File: src/rtl/shift_result_stage_pkg.sv
// Shared definitions for the shifter result stage: default widths, shift
// opcode encodings and the skid-buffer occupancy states.
package shift_result_stage_pkg;

    localparam int SHIFT_DATA_W = 32;
    localparam int SHIFT_TAG_W  = 5;

    localparam logic SHIFT_OP_SLL = 1'b0;
    localparam logic SHIFT_OP_SRA = 1'b1;

    typedef enum logic [1:0] {
        ST_EMPTY = 2'd0,
        ST_ONE   = 2'd1,
        ST_FULL  = 2'd2
    } skidState_e;

endpackage

File: src/rtl/shift_result_stage_skid_buffer.sv
// Generic two-entry skid buffer. The main register is always the head of
// the queue; the skid register only holds a second entry when the head is
// stalled. in_ready depends only on registered occupancy, so back-pressure
// from out_ready never reaches in_ready combinationally.
module shift_skid_buffer
    import shift_result_stage_pkg::*;
#(
    parameter int PAYLOAD_W = 40
) (
    input  logic                 clock,
    input  logic                 reset_n,
    input  logic                 flush,
    input  logic                 in_valid,
    output logic                 in_ready,
    input  logic [PAYLOAD_W-1:0] in_data,
    output logic                 out_valid,
    input  logic                 out_ready,
    output logic [PAYLOAD_W-1:0] out_data
);

    skidState_e           state_q, state_d;
    logic [PAYLOAD_W-1:0] mainData_q, mainData_d;
    logic [PAYLOAD_W-1:0] skidData_q, skidData_d;
    logic                 accept;
    logic                 deliver;
    logic                 loadIn;

    assign in_ready  = reset_n && (state_q != ST_FULL);
    assign out_valid = (state_q != ST_EMPTY);
    assign out_data  = mainData_q;
    assign accept    = in_valid && in_ready;
    assign deliver   = out_valid && out_ready;
    assign loadIn    = accept && !flush;

    // Next occupancy and register loads; a flush empties the buffer and
    // drops any entry offered on the same cycle.
    always_comb begin
        state_d    = state_q;
        mainData_d = mainData_q;
        skidData_d = skidData_q;
        unique case (state_q)
            ST_EMPTY: begin
                if (loadIn) begin
                    mainData_d = in_data;
                    state_d    = ST_ONE;
                end
            end
            ST_ONE: begin
                if (loadIn && deliver) begin
                    mainData_d = in_data;
                end else if (loadIn) begin
                    skidData_d = in_data;
                    state_d    = ST_FULL;
                end else if (deliver) begin
                    state_d    = ST_EMPTY;
                end
            end
            ST_FULL: begin
                if (deliver) begin
                    mainData_d = skidData_q;
                    state_d    = ST_ONE;
                end
            end
            default: begin
                state_d = ST_EMPTY;
            end
        endcase
        if (flush) begin
            state_d = ST_EMPTY;
        end
    end

    // Occupancy and payload registers with synchronous active-low reset.
    always_ff @(posedge clock) begin
        if (!reset_n) begin
            state_q    <= ST_EMPTY;
            mainData_q <= '0;
            skidData_q <= '0;
        end else begin
            state_q    <= state_d;
            mainData_q <= mainData_d;
            skidData_q <= skidData_d;
        end
    end

endmodule

File: src/rtl/shift_result_stage.sv
// Registered output stage behind the shifter. Captures result, destination
// tag, opcode and zero/sign flags into a skid buffer, decodes the writeback
// enable ($r0 is never written) and counts back-pressure cycles.
module shift_result_stage
    import shift_result_stage_pkg::*;
#(
    parameter int DATA_W = SHIFT_DATA_W,
    parameter int TAG_W  = SHIFT_TAG_W,
    parameter int CNT_W  = 16
) (
    input  logic              clock,
    input  logic              reset_n,
    input  logic              flush,
    input  logic              in_valid,
    output logic              in_ready,
    input  logic [DATA_W-1:0] in_result,
    input  logic [TAG_W-1:0]  in_rd,
    input  logic              in_op,
    output logic              out_valid,
    input  logic              out_ready,
    output logic [DATA_W-1:0] out_result,
    output logic [TAG_W-1:0]  out_rd,
    output logic              out_op,
    output logic              out_we,
    output logic              out_is_zero,
    output logic              out_is_neg,
    output logic [CNT_W-1:0]  stall_count
);

    localparam int PAYLOAD_W = DATA_W + TAG_W + 3;

    logic [PAYLOAD_W-1:0] inPayload;
    logic [PAYLOAD_W-1:0] outPayload;
    logic                 inIsZero;
    logic                 inIsNeg;
    logic [CNT_W-1:0]     stallCount_q, stallCount_d;

    // Flags are derived once at capture and travel with the entry.
    assign inIsZero  = (in_result == '0);
    assign inIsNeg   = in_result[DATA_W-1];
    assign inPayload = {in_op, in_rd, inIsNeg, inIsZero, in_result};

    shift_skid_buffer #(
        .PAYLOAD_W (PAYLOAD_W)
    ) u_skid (
        .clock     (clock),
        .reset_n   (reset_n),
        .flush     (flush),
        .in_valid  (in_valid),
        .in_ready  (in_ready),
        .in_data   (inPayload),
        .out_valid (out_valid),
        .out_ready (out_ready),
        .out_data  (outPayload)
    );

    assign out_result  = outPayload[DATA_W-1:0];
    assign out_is_zero = outPayload[DATA_W];
    assign out_is_neg  = outPayload[DATA_W+1];
    assign out_rd      = outPayload[DATA_W+2 +: TAG_W];
    assign out_op      = outPayload[PAYLOAD_W-1];
    assign out_we      = out_valid && (out_rd != '0);
    assign stall_count = stallCount_q;

    // Saturating increment whenever the head is held by writeback.
    always_comb begin
        stallCount_d = stallCount_q;
        if (out_valid && !out_ready && (stallCount_q != {CNT_W{1'b1}})) begin
            stallCount_d = stallCount_q + 1'b1;
        end
    end

    // Stall counter is cleared by reset only; flush leaves it alone.
    always_ff @(posedge clock) begin
        if (!reset_n) begin
            stallCount_q <= '0;
        end else begin
            stallCount_q <= stallCount_d;
        end
    end

endmodule
File: config.mk
export PLATFORM = sky130hd
export DESIGN_NAME = shift_result_stage
export DESIGN_NICKNAME = d
export VERILOG_FILES = /design/src/rtl/shift_result_stage_pkg.sv /design/src/rtl/shift_result_stage_skid_buffer.sv /design/src/rtl/shift_result_stage.sv
export SDC_FILE = /design/constraint.sdc
export NUM_CORES = 1
export LEC_CHECK = 0
export ABC_AREA = 0
export CAP_MARGIN = 30
export CORE_MARGIN = 3
export CORE_UTILIZATION = 45
export CTS_CLUSTER_DIAMETER = 50
export CTS_CLUSTER_SIZE = 8
export DETAILED_ROUTE_END_ITERATION = 12
export HOLD_SLACK_MARGIN = 0.06
export PLACE_DENSITY = 0.78
export SYNTH_ARGS = -nofsm -noshare
export SYNTH_HDL_FRONTEND = slang
export SYNTH_SLANG_ARGS = --single-unit
export TNS_END_PERCENT = 10
File: constraint.sdc
create_clock -name clock -period 5 [get_ports clock]
set_clock_uncertainty 0.15 [all_clocks]
set_input_delay 1 -clock clock [delete_from_list [all_inputs] [get_ports clock]]
set_output_delay 1 -clock clock [all_outputs]
set_load 0.1 [all_outputs]
==> metrics, run 1 <==
CP endpoint kind output port; first-pass GRT wire length 17800 um; core area just under 0.009 mm2; Clock Path Buffers 2; register area 0.00192 mm2; predominant post-synthesis flop cell dfxtp_1; average size of a mapped cell 7.90 um2; Worst R2R End u_skid.out_data[28]; footprint of the multi-input gates 0.00201 mm2; All-Layer GR Usage 21.2%; die area 0.0103 mm2; main area contributors after synthesis dfxtp_1 (47%), nand2_1 (15%), a311oi_1 (8.1%); Antenna Nets Post-Route 0; Routed Wire Length 11000 um; Final GP Congestion 0.833; Area Overhead vs Synth 31.1%; antenna fix cells 0; number of synthesized register bits 96; RSZ-0062 raised after global routing false; Initial Utilization a little under half; slowest stage cell on the critical path clkdlybuf4s50_1; grt total ovfl 0; initial antenna violation count 0; reg2reg start u_skid.state_q[1]; maximum fanout along the worst path 23; clk slew on worst S/H paths 0.09 ns; CTS sink count between 90 and 100; hold-fix buffer count after cts 0; Distinct cells, synth 46; vias in the first global route between 3000 and 4000; wire per inst 15.4 um; Critical path buffers and inverters 3; Synth Net Count between 500 and 600; Leak Pwr roughly 1.8 nW; cell area after synthesis between 0.004 and 0.005 mm2; cells after synthesis 521; reg2reg setup slack 2.36 ns; Net count, final 643; CP Launch Type input port; top-area cell type share of the netlist area 46.7%; share of cells above drive strength 1 between 5 and 6%; via count 3983; max_cap viols 0; die width 102 um; worst vdd ir 0.000178 V; # IOs approximately 100; Slew Limit Fails 0; EDFF count, synth 0; total power around 1.7 mW; DP HPWL approximately 7300 um; cell taking the most area after synthesis dfxtp_1; Critical Path AT 2.51 ns; sequential area share after synthesis 46.7%; pwr dens 317 mW/mm2; initial DRC count about 190; period utilization between 70 and 80%; worst hold path class register to register; CP max stage delay 1.02 ns; number of remaining DRC errors 0; minimum clock period 3.66 ns; setup tns final 0 ns; worst slew pin tran 1.07 ns; Critical Path RT 3.85 ns; outcome complete, no violations; clock latency at the later pin of the worst-skew pair 0.35 ns; crit path cell chain clkdlybuf4s50_1, inv_2, nor2_1, buf_12; YS warnings 0; CP Class input port to output port; Clock Tree Root clkbuf_8; fill count 757; Hold Path Origin u_skid.skidData_q[35]; Vias/cell 5.60; PostCTS Resize Cnt 0; drt first pass iters 5; largest net degree at the start of global routing 86; row count 34; Reg2Reg Depth 5; cell with the most instances after synthesis nand2_1; # H-tree levels 3; Hold Path Depth 2; Rel. slew slack 27.8%; Hold EP u_skid.skidData_q[35]; final-report hold violation count 0; Die Ht 102 um; Worst path top cell family by delay buffers and inverters; Fmax around 0.27 GHz; Post-synth top cells nand2_1 (168), dfxtp_1 (96), a21oi_1 (50); final setup vio count 0; clock buffer count from CTS 9; CTS tree yes; async set or reset register ratio after synthesis 0%; post-CTS setup repair buffer count 0; IO Port Bufs 101
cell usage in the layout, fill, tap and decap left out, types with 3 or more instances in the layout:
| cell | count |
|---|---|
| inv_1 | 6 |
| o31ai_1 | 6 |
| or3_1 | 3 |
| or4_1 | 6 |
| nand2b_1 | 5 |
| o21ai_0 | 4 |
| clkdlybuf4s50_1 | 100 |
| a21oi_1 | 50 |
| clkbuf_8 | 9 |
| buf_4 | 6 |
| nor4_1 | 12 |
| mux2i_1 | 8 |
| dfxtp_1 | 96 |
| nand4_1 | 6 |
| nand2_1 | 168 |
| nand3_1 | 3 |
| bufinv_16 | 3 |
| nor2_1 | 41 |
| a311oi_1 | 38 |
worst min-delay path, cell delays in order, from the launching register on:
cell and delay [ns]:
dfxtp_1 0.32, nand2_1 0.05, a21oi_1 0.05
per-layer routing:
layer / global-route usage (%) / share of wire [%]
met5: 0 / 0
met4: 7.46 / 1.8
met3: 3.44 / 4.7
met2: 34.7 / 49
met1: 28.4 / 45
power by group:
| group | total (mW) | switching, mW | internal (mW) |
|---|---|---|---|
| Sequential | 0.798 | 0.0135 | 0.785 |
| Combinational | 0.305 | 0.217 | 0.0882 |
| Clock | 0.608 | 0.274 | 0.333 |
| Total | 1.71 | 0.504 | 1.21 |
final cells by class:
type | count | share of cell area [%]
repair buffers | 107 | 19.8
inverters | 7 | 0.487
flip-flops and latches | 96 | 35.6
multi-input cells | 378 | 37.2
clock inverters | 6 | 2.13
clock buffers | 9 | 2.30
well taps | 108 | 2.50
worst max-delay path by stage:
stage,from,endpoint,cells after the start
6_report,reset_n,in_ready,4
5_1_grt,reset_n,in_ready,4
4_1_cts,reset_n,in_ready,4
3_5_place_dp,reset_n,u_skid.out_data[28],6
3_3_place_gp,reset_n,u_skid.out_data[32],6
2_1_floorplan,reset_n,in_ready,4
logic make-up after synthesis:
| kind of cell | synth area share (%) |
|---|---|
| AO/OA/AOI/OAI | 17.6 |
| adder cells (fa/ha/maj) | 0.304 |
| buffers and inverters | 5.08 |
| flip-flops | 46.7 |
| multiplexers | 1.95 |
| AND/OR/NAND/NOR | 28.4 |
registers in the layout, indices dropped and copies added (netlist names):
name               flops
u_skid.skidData_q     39
stall_count           16
u_skid.out_data       39
u_skid.state_q         2
through the flow:
step                util, %  cell area (um2)  hold slack (ns)  instances  setup slack (ns)
global placement       58.6             5160            0.291        696              1.37
floorplan                 -             4120            0.287        521              1.16
finish                 61.3             5400            0.309        711              1.34
global route           61.3             5400            0.329        711              1.26
CTS                    61.3             5400            0.311        711              1.35
detailed placement     58.6             5160            0.297        696              1.22
(Power assumes the default switching activity.)
==> inputs of run 2 (changes only) <==
==> constraint.sdc (replaced) <==
create_clock -name clock -period 3.5 [get_ports clock]
set_clock_uncertainty 0.15 [all_clocks]
set_input_delay 0.7 -clock clock [delete_from_list [all_inputs] [get_ports clock]]
set_output_delay 0.7 -clock clock [all_outputs]
set_load 0.1 [all_outputs]
==> run 2 against run 1 <==
Wire length down 3.4%. Combinational power grew 40%. Power up 32%. Critical endpoint unchanged.
==> metrics, run 2 (synthesis gave the netlist of run 1 again) <==
number of remaining DRC errors 0; Critical Path RT around 2.7 ns; slowest stage cell on the critical path clkdlybuf4s50_1; antenna fix cells 0; Critical Path AT 1.70 ns; most common cell after layout, fill and taps aside nand2_1; clock latency at the later pin of the worst-skew pair 0.35 ns; Slew Limit Fails 0; initial DRC count 236; # IOs about 100; Critical path buffers and inverters 3; Clock Tree Root clkbuf_8; CP Class input port to output port; via count 3922; total power between 2 and 2.5 mW; All-Layer GR Usage 20.7%; Vias/cell 5.49; die width 102 um; commonest non-fill, non-tap cells in the layout nand2_1 (168), dfxtp_1 (96), buf_4 (65), a21oi_1 (50), clkdlybuf4s50_1 (42); minimum clock period about 2.5 ns; Initial Utilization between 40% and 50%; Fmax 0.392 GHz; initial antenna violation count 0; Antenna Nets Post-Route 0; DP HPWL 7090 um; sw frac 32.2%; max_cap viols 0; die area 0.0103 mm2; worst slew pin tran 0.949 ns; clock buffer count from CTS 9; Clock power frac 30.4%; Comb pwr share 19.0%; Worst path top cell family by delay buffers and inverters; Area Overhead vs Synth 27.0%; drt first pass iters 5; sw power 0.724 mW; CTS sink count 96; grt total ovfl 0; final setup vio count 0; setup tns final 0 ns; Clock Path Buffers 2; core area 0.00881 mm2; Net count, final 645; period utilization about 73%; IO Port Bufs 101; PostCTS Resize Cnt 0; worst vdd ir 0.000260 V; final-report hold violation count 0; CP max stage delay 0.52 ns; worst hold path class register to register; outcome complete, no violations; largest net degree at the start of global routing 86; share of cells above drive strength 1 15.7%; crit path cell chain clkdlybuf4s50_1, inv_2, nor2_1, buf_12; RSZ-0062 raised after global routing false; CTS tree yes; Sequential Power Share 50.7%; wire per inst 14.8 um; first-pass GRT wire length roughly 17000 um; Rel. slew slack a little over a third; clk slew on worst S/H paths 0.09 ns; # H-tree levels 3; CP endpoint kind output port; vias in the first global route 3662; post-CTS setup repair buffer count 0; fill count 814; hold-fix buffer count after cts 0; Leak Pwr 1.90 nW; Final GP Congestion just over 0.8; Power Internal 1.53 mW; row count 34; CP Launch Type input port; pwr dens 431 mW/mm2; Die Ht roughly 100 um; Routed Wire Length approximately 11000 um; maximum fanout along the worst path 3
run 2: per-layer routing:
| metal | up-vias | share of wire (%) | GRT usage (%) |
|---|---|---|---|
| met1 | 1802 | 45 | 27.7 |
| met3 | 18 | 6.0 | 4.41 |
| met2 | 131 | 47 | 33.5 |
| met4 | 0 | 2.2 | 6.44 |
| met5 | - | 0 | 0 |
| li1 | 1971 | - | - |
run 2: worst paths after layout:
path,cells past startpoint,slack [ns],start,to
setup / recovery,4,0.95,reset_n,in_ready
hold / removal,2,0.31,u_skid.skidData_q[39],u_skid.skidData_q[39]
setup reg to reg,5,1.13,u_skid.state_q[1],u_skid.out_data[16]
hold reg to reg,2,0.31,u_skid.skidData_q[39],u_skid.skidData_q[39]
run 2: final cells by class:
cell class,instances,area (um2),share of cell area [%]
clock inverters,6,50.0,0.958
well taps,108,135,2.59
flip-flops and latches,96,1920,36.8
inverters,7,26.3,0.503
clock buffers,10,138,2.63
multi-input cells,378,2010,38.4
repair buffers,109,948,18.1
run 2: through the flow:
stage                     util, %  instances  hold slack [ns]  area, um2  setup slack [ns]
after detailed placement     57.2        698            0.297       5040             0.797
after global routing         59.3        714            0.331       5230             0.892
after global placement       57.2        698            0.292       5040             0.894
after floorplan                 -        521            0.287       4120             0.258
final                        59.3        714            0.308       5230             0.951
after CTS                    59.3        714            0.309       5230             0.928
run 2: worst reg2reg max path, cell delays in order (launching register included):
cell,delay [ns]
dfxtp_1,0.53
nand2b_2,0.58
o32ai_4,0.32
buf_12,0.33
nor2_1,0.11
a311oi_1,0.27
run 2: power groups by stage:
| stage | sequential, mW | clock, mW | combinational [mW] |
|---|---|---|---|
| 6_report | 1.14 | 0.684 | 0.427 |
| 5_1_grt | 1.15 | 0.747 | 0.448 |
| 4_1_cts | 1.14 | 0.708 | 0.428 |
| 3_5_place_dp | 1.17 | 0 | 0.427 |
| 3_3_place_gp | 1.17 | 0 | 0.423 |
| 2_1_floorplan | 1.35 | 0 | 0.110 |
